--- src/rtl/riscv_pkg.sv ---
// Shared RISC-V fetch definitions: base opcodes, the reset NOP and the fetch FSM states.
package riscv_pkg;

    localparam logic [6:0]  OP_R      = 7'b0110011;
    localparam logic [6:0]  OP_LOAD   = 7'b0000011;
    localparam logic [6:0]  OP_IMM    = 7'b0010011;
    localparam logic [6:0]  OP_STORE  = 7'b0100011;
    localparam logic [6:0]  OP_BRANCH = 7'b1100011;

    // addi x0, x0, 0
    localparam logic [31:0] NOP_INSTR = 32'h0000_0013;

    typedef enum logic [1:0] {
        ST_IDLE = 2'b00,
        ST_WAIT = 2'b01,
        ST_ERR  = 2'b10
    } fetch_state_t;

endpackage

--- src/rtl/instr_fetch_unit_if.sv ---
// Instruction-memory read channel: strobe/address out, data/ack back.
interface instr_fetch_unit_if #(
    parameter int XLEN = 32
);
    logic            mem_rd_o;
    logic [XLEN-1:0] mem_addr_o;
    logic [31:0]     mem_rdata_i;
    logic            mem_ack_i;

    modport master (
        output mem_rd_o,
        output mem_addr_o,
        input  mem_rdata_i,
        input  mem_ack_i
    );

    modport slave (
        input  mem_rd_o,
        input  mem_addr_o,
        output mem_rdata_i,
        output mem_ack_i
    );
endinterface

--- src/rtl/ifu_timeout_ctr.sv ---
// Counts WAIT cycles without an ack; expired_o flags the last allowed cycle.
module ifu_timeout_ctr #(
    parameter int unsigned LIMIT = 15
) (
    input  logic clk,
    input  logic rst,
    input  logic clear_i,
    input  logic en_i,
    output logic expired_o
);
    localparam int W = (LIMIT > 1) ? $clog2(LIMIT) : 1;

    logic [W-1:0] count_q;
    logic [W-1:0] count_d;

    // Next count: clear has priority over increment.
    always_comb begin
        count_d = count_q;
        if (clear_i) begin
            count_d = '0;
        end else if (en_i) begin
            count_d = count_q + W'(1);
        end else begin
            count_d = count_q;
        end
    end

    // Counter register.
    always_ff @(posedge clk or posedge rst) begin
        if (rst) begin
            count_q <= '0;
        end else begin
            count_q <= count_d;
        end
    end

    assign expired_o = (count_q == W'(LIMIT - 1));

endmodule

--- src/rtl/instr_fetch_unit.sv ---
// Fetch stage: owns the PC, reads instructions over a rd/ack channel and holds INSTR.
module instr_fetch_unit
    import riscv_pkg::*;
#(
    parameter int              XLEN           = 32,
    parameter logic [XLEN-1:0] RESET_PC       = '0,
    parameter int unsigned     TIMEOUT_CYCLES = 15
) (
    input  logic               clk,
    input  logic               rst,
    input  logic               fetch_req_i,
    input  logic               pc_write_i,
    input  logic [XLEN-1:0]    branch_target_i,
    instr_fetch_unit_if.master mem,
    output logic [31:0]        instr_o,
    output logic [XLEN-1:0]    pc_o,
    output logic [XLEN-1:0]    pc_cur_o,
    output logic [6:0]         opcode_o,
    output logic [4:0]         rd_o,
    output logic [2:0]         funct3_o,
    output logic [4:0]         rs1_o,
    output logic [4:0]         rs2_o,
    output logic [6:0]         funct7_o,
    output logic               instr_valid_o,
    output logic               busy_o,
    output logic               fetch_err_o
);
    fetch_state_t    state_q, state_d;
    logic [XLEN-1:0] pc_q, pc_d;
    logic [XLEN-1:0] pc_cur_q, pc_cur_d;
    logic [31:0]     instr_q, instr_d;
    logic            instr_valid_q, instr_valid_d;
    logic            mem_rd_q, mem_rd_d;
    logic [XLEN-1:0] mem_addr_q, mem_addr_d;
    logic            err_q, err_d;
    logic            pending_q, pending_d;
    logic [XLEN-1:0] target_q, target_d;

    logic [XLEN-1:0] fetch_addr_s;
    logic            ctr_clear_s;
    logic            ctr_en_s;
    logic            ctr_expired_s;

    ifu_timeout_ctr #(
        .LIMIT (TIMEOUT_CYCLES)
    ) u_timeout (
        .clk       (clk),
        .rst       (rst),
        .clear_i   (ctr_clear_s),
        .en_i      (ctr_en_s),
        .expired_o (ctr_expired_s)
    );

    assign fetch_addr_s = pc_write_i ? branch_target_i : pc_q;

    // Fetch FSM next-state and datapath updates.
    always_comb begin
        state_d       = state_q;
        pc_d          = pc_q;
        pc_cur_d      = pc_cur_q;
        instr_d       = instr_q;
        instr_valid_d = instr_valid_q;
        mem_rd_d      = mem_rd_q;
        mem_addr_d    = mem_addr_q;
        err_d         = err_q;
        pending_d     = pending_q;
        target_d      = target_q;
        ctr_clear_s   = 1'b0;
        ctr_en_s      = 1'b0;
        case (state_q)
            ST_IDLE: begin
                if (fetch_req_i) begin
                    if (fetch_addr_s[1:0] != 2'b00) begin
                        state_d       = ST_ERR;
                        err_d         = 1'b1;
                        instr_valid_d = 1'b0;
                    end else begin
                        state_d       = ST_WAIT;
                        mem_rd_d      = 1'b1;
                        mem_addr_d    = fetch_addr_s;
                        pc_d          = fetch_addr_s;
                        instr_valid_d = 1'b0;
                        ctr_clear_s   = 1'b1;
                    end
                end else if (pc_write_i) begin
                    pc_d = branch_target_i;
                end else begin
                    pc_d = pc_q;
                end
            end
            ST_WAIT: begin
                if (mem.mem_ack_i) begin
                    state_d       = ST_IDLE;
                    instr_d       = mem.mem_rdata_i;
                    pc_cur_d      = mem_addr_q;
                    instr_valid_d = 1'b1;
                    mem_rd_d      = 1'b0;
                    pending_d     = 1'b0;
                    // A branch arriving with the ack overrides any earlier pending one.
                    if (pc_write_i) begin
                        pc_d = branch_target_i;
                    end else if (pending_q) begin
                        pc_d = target_q;
                    end else begin
                        pc_d = mem_addr_q + XLEN'(4);
                    end
                end else begin
                    if (pc_write_i) begin
                        target_d  = branch_target_i;
                        pending_d = 1'b1;
                    end else begin
                        target_d  = target_q;
                    end
                    if (ctr_expired_s) begin
                        state_d  = ST_ERR;
                        mem_rd_d = 1'b0;
                        err_d    = 1'b1;
                    end else begin
                        ctr_en_s = 1'b1;
                    end
                end
            end
            ST_ERR: begin
                mem_rd_d      = 1'b0;
                instr_valid_d = 1'b0;
            end
            default: begin
                state_d       = ST_ERR;
                mem_rd_d      = 1'b0;
                instr_valid_d = 1'b0;
                err_d         = 1'b1;
            end
        endcase
    end

    // State and datapath registers.
    always_ff @(posedge clk or posedge rst) begin
        if (rst) begin
            state_q       <= ST_IDLE;
            pc_q          <= RESET_PC;
            pc_cur_q      <= RESET_PC;
            instr_q       <= NOP_INSTR;
            instr_valid_q <= 1'b0;
            mem_rd_q      <= 1'b0;
            mem_addr_q    <= '0;
            err_q         <= 1'b0;
            pending_q     <= 1'b0;
            target_q      <= '0;
        end else begin
            state_q       <= state_d;
            pc_q          <= pc_d;
            pc_cur_q      <= pc_cur_d;
            instr_q       <= instr_d;
            instr_valid_q <= instr_valid_d;
            mem_rd_q      <= mem_rd_d;
            mem_addr_q    <= mem_addr_d;
            err_q         <= err_d;
            pending_q     <= pending_d;
            target_q      <= target_d;
        end
    end

    assign mem.mem_rd_o   = mem_rd_q;
    assign mem.mem_addr_o = mem_addr_q;
    assign instr_o        = instr_q;
    assign pc_o           = pc_q;
    assign pc_cur_o       = pc_cur_q;
    assign instr_valid_o  = instr_valid_q;
    assign busy_o         = (state_q == ST_WAIT);
    assign fetch_err_o    = err_q;
    assign opcode_o       = instr_q[6:0];
    assign rd_o           = instr_q[11:7];
    assign funct3_o       = instr_q[14:12];
    assign rs1_o          = instr_q[19:15];
    assign rs2_o          = instr_q[24:20];
    assign funct7_o       = instr_q[31:25];

endmodule

--- src/flat_wrapper.sv ---
// flat-port wrapper written by rule: the top's interface ports become plain ports
module instr_fetch_unit_flat import riscv_pkg::*;
#(
    parameter int              XLEN           = 32,
    parameter logic [XLEN-1:0] RESET_PC       = '0,
    parameter int unsigned     TIMEOUT_CYCLES = 15
)
  (clk, rst, fetch_req_i, pc_write_i, branch_target_i, instr_o, pc_o, pc_cur_o, opcode_o, rd_o, funct3_o, rs1_o, rs2_o, funct7_o, instr_valid_o, busy_o, fetch_err_o, mem_mem_rd_o, mem_mem_addr_o, mem_mem_rdata_i, mem_mem_ack_i);
  instr_fetch_unit_if #(.XLEN(XLEN)) mem_i ();
  input  logic clk;
  input  logic rst;
  input  logic fetch_req_i;
  input  logic pc_write_i;
  input  logic [XLEN-1:0] branch_target_i;
  output logic [31:0] instr_o;
  output logic [XLEN-1:0] pc_o;
  output logic [XLEN-1:0] pc_cur_o;
  output logic [6:0] opcode_o;
  output logic [4:0] rd_o;
  output logic [2:0] funct3_o;
  output logic [4:0] rs1_o;
  output logic [4:0] rs2_o;
  output logic [6:0] funct7_o;
  output logic instr_valid_o;
  output logic busy_o;
  output logic fetch_err_o;
  output wire logic [$bits(mem_i.mem_rd_o)-1:0] mem_mem_rd_o;
  output wire logic [$bits(mem_i.mem_addr_o)-1:0] mem_mem_addr_o;
  input wire logic [$bits(mem_i.mem_rdata_i)-1:0] mem_mem_rdata_i;
  input wire logic [$bits(mem_i.mem_ack_i)-1:0] mem_mem_ack_i;
  assign mem_mem_rd_o = mem_i.mem_rd_o;
  assign mem_mem_addr_o = mem_i.mem_addr_o;
  assign mem_i.mem_rdata_i = mem_mem_rdata_i;
  assign mem_i.mem_ack_i = mem_mem_ack_i;
  instr_fetch_unit #(.XLEN(XLEN), .RESET_PC(RESET_PC), .TIMEOUT_CYCLES(TIMEOUT_CYCLES)) u_core (.clk(clk), .rst(rst), .fetch_req_i(fetch_req_i), .pc_write_i(pc_write_i), .branch_target_i(branch_target_i), .mem(mem_i), .instr_o(instr_o), .pc_o(pc_o), .pc_cur_o(pc_cur_o), .opcode_o(opcode_o), .rd_o(rd_o), .funct3_o(funct3_o), .rs1_o(rs1_o), .rs2_o(rs2_o), .funct7_o(funct7_o), .instr_valid_o(instr_valid_o), .busy_o(busy_o), .fetch_err_o(fetch_err_o));
endmodule
--- config.mk ---
export PLATFORM = sky130hd
export DESIGN_NAME = instr_fetch_unit_flat
export DESIGN_NICKNAME = d
export VERILOG_FILES = /design/src/rtl/riscv_pkg.sv /design/src/rtl/instr_fetch_unit_if.sv /design/src/rtl/ifu_timeout_ctr.sv /design/src/rtl/instr_fetch_unit.sv /design/src/flat_wrapper.sv
export SDC_FILE = /design/constraint.sdc
export NUM_CORES = 1
export LEC_CHECK = 0
export ABC_AREA = 0
export CORE_MARGIN = 2
export CORE_UTILIZATION = 43
export CTS_CLUSTER_DIAMETER = 200
export DETAILED_ROUTE_END_ITERATION = 8
export GPL_TIMING_DRIVEN = 0
export HOLD_SLACK_MARGIN = 0.05
export PLACE_DENSITY_LB_ADDON = 0.1
export SYNTH_ARGS = -nofsm -noshare
export SYNTH_HDL_FRONTEND = slang
export SYNTH_SLANG_ARGS = --single-unit
--- constraint.sdc ---
create_clock -name clk -period 6 [get_ports clk]
set_input_delay 1.2 -clock clk [delete_from_list [all_inputs] [get_ports clk]]
set_output_delay 1.2 -clock clk [all_outputs]
set_load 0.05 [all_outputs]
==> run metrics, run 1 <==
starting density of the core=0.442; Leak=4.94 nW; most common flop cell mapped by yosys=dfrtp_1; proportion of power drawn by flip-flops and latches=0.385; slowest stage delay, CP=920 ps; # clock sinks=170; switching power=0.00154 W; dpl hpwl=~17000 um; Seq/Total Area, Yosys=0.532; final hold violation count=0; slowest CP cell=clkdlybuf4s50_1; Avg Inst Size Synth=11.6 um^2; Synth Instances=around 690; share of layout cells above drive strength 1=0.199; Ys Warns=0; design area=11200 um^2; required time worst endpoint=roughly 4800 ps; asr flop ratio synth=1.00; Mapped Area=approximately 8000 um^2; skew final=8.52 ps; gr ovfl total=0; Max Cap Viol=0; fin worst setup slack=2400 ps; DRC=0; Worst Tran Pin Value=1010 ps; Net Count, Synth=763; P&R area growth vs syn=39.8%; maximum VDD drop=0.222 mV; Via density=5.48; CTS H-tree lvls=4; drt wl/cell=19.8 um; Die ar.=19700 um^2; status=finished, final reports clean; Crit Path Class=flop to output pin; RSZ-0062 raised after global routing=false; cts bufs inserted=17; Clock Path Buffers=2; initial antenna violation count=0; crit-path cells=buf_2, nand2b_1, inv_1, clkdlybuf4s50_1; routability cong.=~0.81; # nets final=1013; r2r setup slk=3490 ps; worst-path fanout max=9; Pint=0.00239 W; drt total wl=~23000 um; Final period util=0.600; slew margin rel.=0.318; Clock Pin Slew Worst Setup and Hold Paths=70 ps; root buffer cell=clkbuf_16; PD cells=roughly 350 nW/um^2; Arrival @ worst endpoint=2400 ps; Post-synth EDFFs=0; register bit count reported by yosys=170; GRT Util Overall=0.239; IO Port Bufs=230; First-pass DRT Iterations=7; Area after DPL=~11000 um^2; Clk pwr share=0.271; core area=18100 um^2; Crit. End Element=output pin; Final ANT Viol Nets=0; crit path time final=3600 ps; Fmax=278 MHz; Power, Total=0.00392 W; Final Max Slew Viols=0; Site Rows=slightly below 50; Layout Utilization=0.618; CTS tree=done; combinational share of power=0.345; switching fraction of total power=0.392; via count=between 6k and 7k; dpl cells=1151; first-pass GRT wire length=between 30000 and 40000 um; Diodes inserted=0; # IOs=233; CP Launch Type=flop; Die Ht=140 um; Die W=140 um; synth unique cells=between 50 and 60; 1st-iter DRT viols=455; Hold Crit Class=flop to flop; # resized after CTS=0; vias in the first global route=6454; Post-CTS Setup Bufs=0; largest net degree at the start of global routing=103; post-route insts no fill=1183; # hold bufs at CTS=0; # setup viols final=0; worst skew pair latency=430 ps; Setup WS pre-CTS=between 2000 and 2500 ps
[registers in the layout, summed over array words and instances, names as in the netlist]
name	cells
u_core.state_q	2
u_core.target_q	32
u_core.pc_cur_o	32
u_core.u_timeout.count_q	4
u_core.pending_q	1
u_core.pc_o	32
u_core.instr_o	32
u_core.fetch_err_o	1
u_core.mem.mem_addr_o	32
u_core.mem.mem_rd_o	1
u_core.instr_valid_o	1
[power by group through the flow]
stage / Combinational (W) / Sequential (W) / Clock [W]
floorplan: 0.000376 / 0.00198 / 0
global placement: 0.00133 / 0.00152 / 0
detailed placement: 0.00135 / 0.00153 / 0
CTS: 0.00136 / 0.00151 / 0.00108
global route: 0.00142 / 0.00153 / 0.00113
finish: 0.00135 / 0.00151 / 0.00106
[cell families after synthesis]
| group | Yosys count | share of synthesized area |
|---|---|---|
| buffers and inverters | 87 | 0.0594 |
| AND/OR/NAND/NOR | 145 | 0.0928 |
| AO/OA/AOI/OAI | 127 | 0.102 |
| XOR/XNOR | 27 | 0.0296 |
| flip-flops | 170 | 0.532 |
| adder cells (fa/ha/maj) | 3 | 0.00469 |
| multiplexers | 132 | 0.180 |
[synthesized netlist by cell type (all sizes together) (5+ instances only)]
cell type	instances	area, um^2
mux2	93	1050
nand2	33	124
nor3	6	30.0
nand3	9	45.0
inv	7	26.3
xor2	13	114
a222oi	6	60.1
buf	55	355
clkbuf	24	90.1
and4	5	43.8
dfrtp	167	4180
nor2	41	154
nand4	17	106
a22oi	10	75.1
o21ai	38	194
a21oi	42	210
mux2i	39	390
a22o	12	105
xnor2	14	123
nor2b	9	56.3
[worst paths after layout]
check,start,to,cells after the start
max in group asynchronous,rst,u_core.instr_o[1]$_DFFE_PP1P_,3
hold reg to reg,u_core.pc_cur_o[21]$_DFFE_PP0P_,u_core.pc_cur_o[21]$_DFFE_PP0P_,2
hold / removal,u_core.pc_cur_o[21]$_DFFE_PP0P_,u_core.pc_cur_o[21]$_DFFE_PP0P_,2
setup / recovery,u_core.state_q[1]$_DFFE_PP0P_,busy_o,4
min in group asynchronous,rst,u_core.instr_o[17]$_DFFE_PP0P_,2
setup reg to reg,u_core.state_q[1]$_DFFE_PP0P_,u_core.target_q[26]$_DFFE_PP0P_,5
[per-stage QoR]
step,hold WS (ps),TNS [ps]
floorplan,469,0
global placement,467,-326700
global route,520,0
detailed placement,488,0
CTS,501,0
finish,493,0
[critical path: cells and delay by family (launching register included)]
family | cells | cell delay (ps)
flops | 1 | 350
simple gates | 1 | 240
buf+inv | 3 | 1370
[per-layer routing]
metal,wire length [um],GRT usage,vias up
li1,-,-,2941
met1,10000,0.312,3246
met2,11200,0.396,260
met3,1610,0.0506,37
met4,565,0.0861,0
met5,0,0,-
[final cells by class]
class / instances / area [um^2]
timing repair buffer: 231 / 2330
clock inverter: 13 / 120
tap: 229 / 287
inverter: 8 / 37.5
clock buffer: 19 / 443
buffer: 79 / 445
sequential: 170 / 4260
fill: 1441 / 6900
multi-input combinational: 434 / 3270
[cell usage in the layout (no fill, tap or decap), types with 12 or more instances in the layout]
cell type,synthesis,layout
a21oi_1,42,42
a22o_1,12,12
buf_2,20,20
buf_4,33,33
clkbuf_1,24,25
clkbuf_16,0,17
clkdlybuf4s50_1,0,230
dfrtp_1,167,167
mux2_2,93,93
mux2i_1,39,39
nand2_1,33,33
nand4_1,17,17
nor2_1,41,41
o21ai_0,31,31
xnor2_1,14,14
xor2_1,13,13
Note: power is estimated with default switching activity, not from simulation.
==> run 2: changes to the inputs <==
- clock period: 6 -> 3.1 ns (I/O delays scaled with it)
==> run metrics, run 2 (synthesis gave the netlist of run 1 again) <==
status=finished, final reports clean; Post-CTS Setup Bufs=0 (unchanged); # nets final=1016 (+0.30%); post-route insts no fill=1186 (+0.25%); worst skew pair latency=430 ps (about the same); commonest non-fill, non-tap cells in the layout=clkdlybuf4s50_1 (230), dfrtp_1 (167), mux2_2 (93); drt wl/cell=19.9 um (+0.20%); Final period util=0.958; CP Launch Point=u_core.state_q[1]$_DFFE_PP0P_; Filler cells=1476 (+2.4%); Clock Path Buffers=2 (unchanged); CTS H-tree lvls=4 (unchanged); crit path time final=2970 ps; # resized after CTS=0 (unchanged); share of layout cells above drive strength 1=0.202 (+0.00251); gr ovfl total=0 (unchanged); maximum VDD drop=0.411 mV (+85%); Die W=140 um (unchanged); IO Port Bufs=230 (unchanged); Setup WS pre-CTS=65.4 ps (-2320 ps); Diodes inserted=0 (unchanged); worst-path fanout max=9 (unchanged); Worst Tran Pin Value=963 ps (-52.0 ps); Power, Total=0.00765 W (+95%); core area=18100 um^2 (unchanged); Die ar.=19700 um^2 (unchanged); Die Ht=140 um (unchanged); slew margin rel.=0.358 (+0.0399); fin worst setup slack=131 ps (-2270 ps); CTS tree=done; GRT Util Overall=0.242 (+0.00288); Via density=5.46 (-0.35%); root buffer cell=clkbuf_16; RSZ-0062 raised after global routing=false; crit-path cells=buf_2, nand2b_1, inv_1, clkdlybuf4s50_1; Clock Pin Slew Worst Setup and Hold Paths=70 ps (about the same); # IOs=233 (unchanged); Fmax=337 MHz; slowest stage delay, CP=890 ps (-30 ps); P&R area growth vs syn=40.6%; drt total wl=23600 um (+0.45%); Critical R2R Launch=u_core.state_q[1]$_DFFE_PP0P_; First-pass DRT Iterations=5 (-2); Setup TNS Final=0 ps (unchanged); Leak=4.97 nW (+0.67%); Final ANT Viol Nets=0 (unchanged); largest net degree at the start of global routing=44 (-57%); crit path buf inv count=3 (unchanged); initial antenna violation count=0 (unchanged); Crit Path Class=flop to output pin; Final Max Slew Viols=0 (unchanged); Site Rows=49 (unchanged); DRC=0 (unchanged); HP Start=u_core.pc_cur_o[25]$_DFFE_PP0P_; # hold bufs at CTS=0 (unchanged); dpl hpwl=17200 um (+2.3%); vias in the first global route=6662 (+3.2%); required time worst endpoint=2480 ps (-2320 ps); 1st-iter DRT viols=432 (-5.1%); via count=6478 (-0.093%); routability cong.=0.817 (+0.33%); Area after DPL=10700 um^2 (+0.46%); final hold violation count=0 (unchanged); Top delay family on crit path=buffers and inverters; slowest CP cell=clkdlybuf4s50_1; CP Launch Type=flop; skew final=10.6 ps (+2.10 ps); starting density of the core=0.442 (unchanged); PD cells=680 nW/um^2 (+94%); Arrival @ worst endpoint=2350 ps (-50 ps); Max Cap Viol=0 (unchanged); Hold Crit Class=flop to flop; Crit. End Element=output pin; dpl cells=1154 (+0.26%); first-pass GRT wire length=37300 um (+1.8%); # setup viols final=0 (unchanged); design area=11200 um^2 (+0.57%); commonest non-fill, non-tap cell in the layout=clkdlybuf4s50_1; cts bufs inserted=17 (unchanged); # clock sinks=170 (unchanged)
run 2: cell types whose count changed in the layout (fill, tap and decap cells not counted), sizes merged:
cell	delta
clkinvlp	-1
buf	+3
clkbuf	-1
clkinv	+4
inv	-3
bufinv	+1
run 2: stage by stage:
stage,hold slack (ps),util
detailed placement,472,0.590
CTS,488,0.622
global placement,466,0.586
finish,481,0.622
floorplan,469,-
global route,502,0.622
run 2: power breakdown:
group	switching [W]	leakage, nW	internal, W
logic	0.00166	2.46	0.000962
registers	0.000380	2.24	0.00253
clock network	0.000927	0.273	0.00119
run 2: worst paths after layout:
path                                                              to  slack (ps)  depth (start not counted)
worst min-delay path                 u_core.pc_cur_o[25]$_DFFE_PP0P_         480                          2
min in group asynchronous       u_core.mem.mem_addr_o[6]$_DFFE_PP0P_         560                          2
worst max-delay path                                          busy_o         130                          4
worst min register to register       u_core.pc_cur_o[25]$_DFFE_PP0P_         480                          2
worst max register to register        u_core.target_q[8]$_DFFE_PP0P_         650                          5
max in group asynchronous              u_core.instr_o[1]$_DFFE_PP1P_        1620                          4
run 2: worst register-to-register path: cells and delay by family (launching register included):
family | cells | cell delay (ps)
buf+inv | 2 | 610
mux | 1 | 380
simple gates | 2 | 960
flops | 1 | 370
run 2: area by class of cell:
cell class	count	area (um^2)	share of cell area
Inverter	8	33.8	0.00300
Multi-Input combinational cell	434	3270	0.290
Tap cell	229	287	0.0255
Timing Repair Buffer	234	2380	0.212
Clock buffer	18	429	0.0381
Sequential cell	170	4260	0.378
Buffer	79	445	0.0396
Clock inverter	14	149	0.0132
run 2: per-layer routing:
metal | global-route usage | part of all wire | wire [um] | vias up
met1 | 0.312 | 0.43 | 10000 | 3218
met2 | 0.407 | 0.48 | 11400 | 278
met3 | 0.0530 | 0.069 | 1630 | 39
met4 | 0.0819 | 0.022 | 518 | 0
met5 | 0 | 0 | 0 | -
li1 | - | - | - | 2943
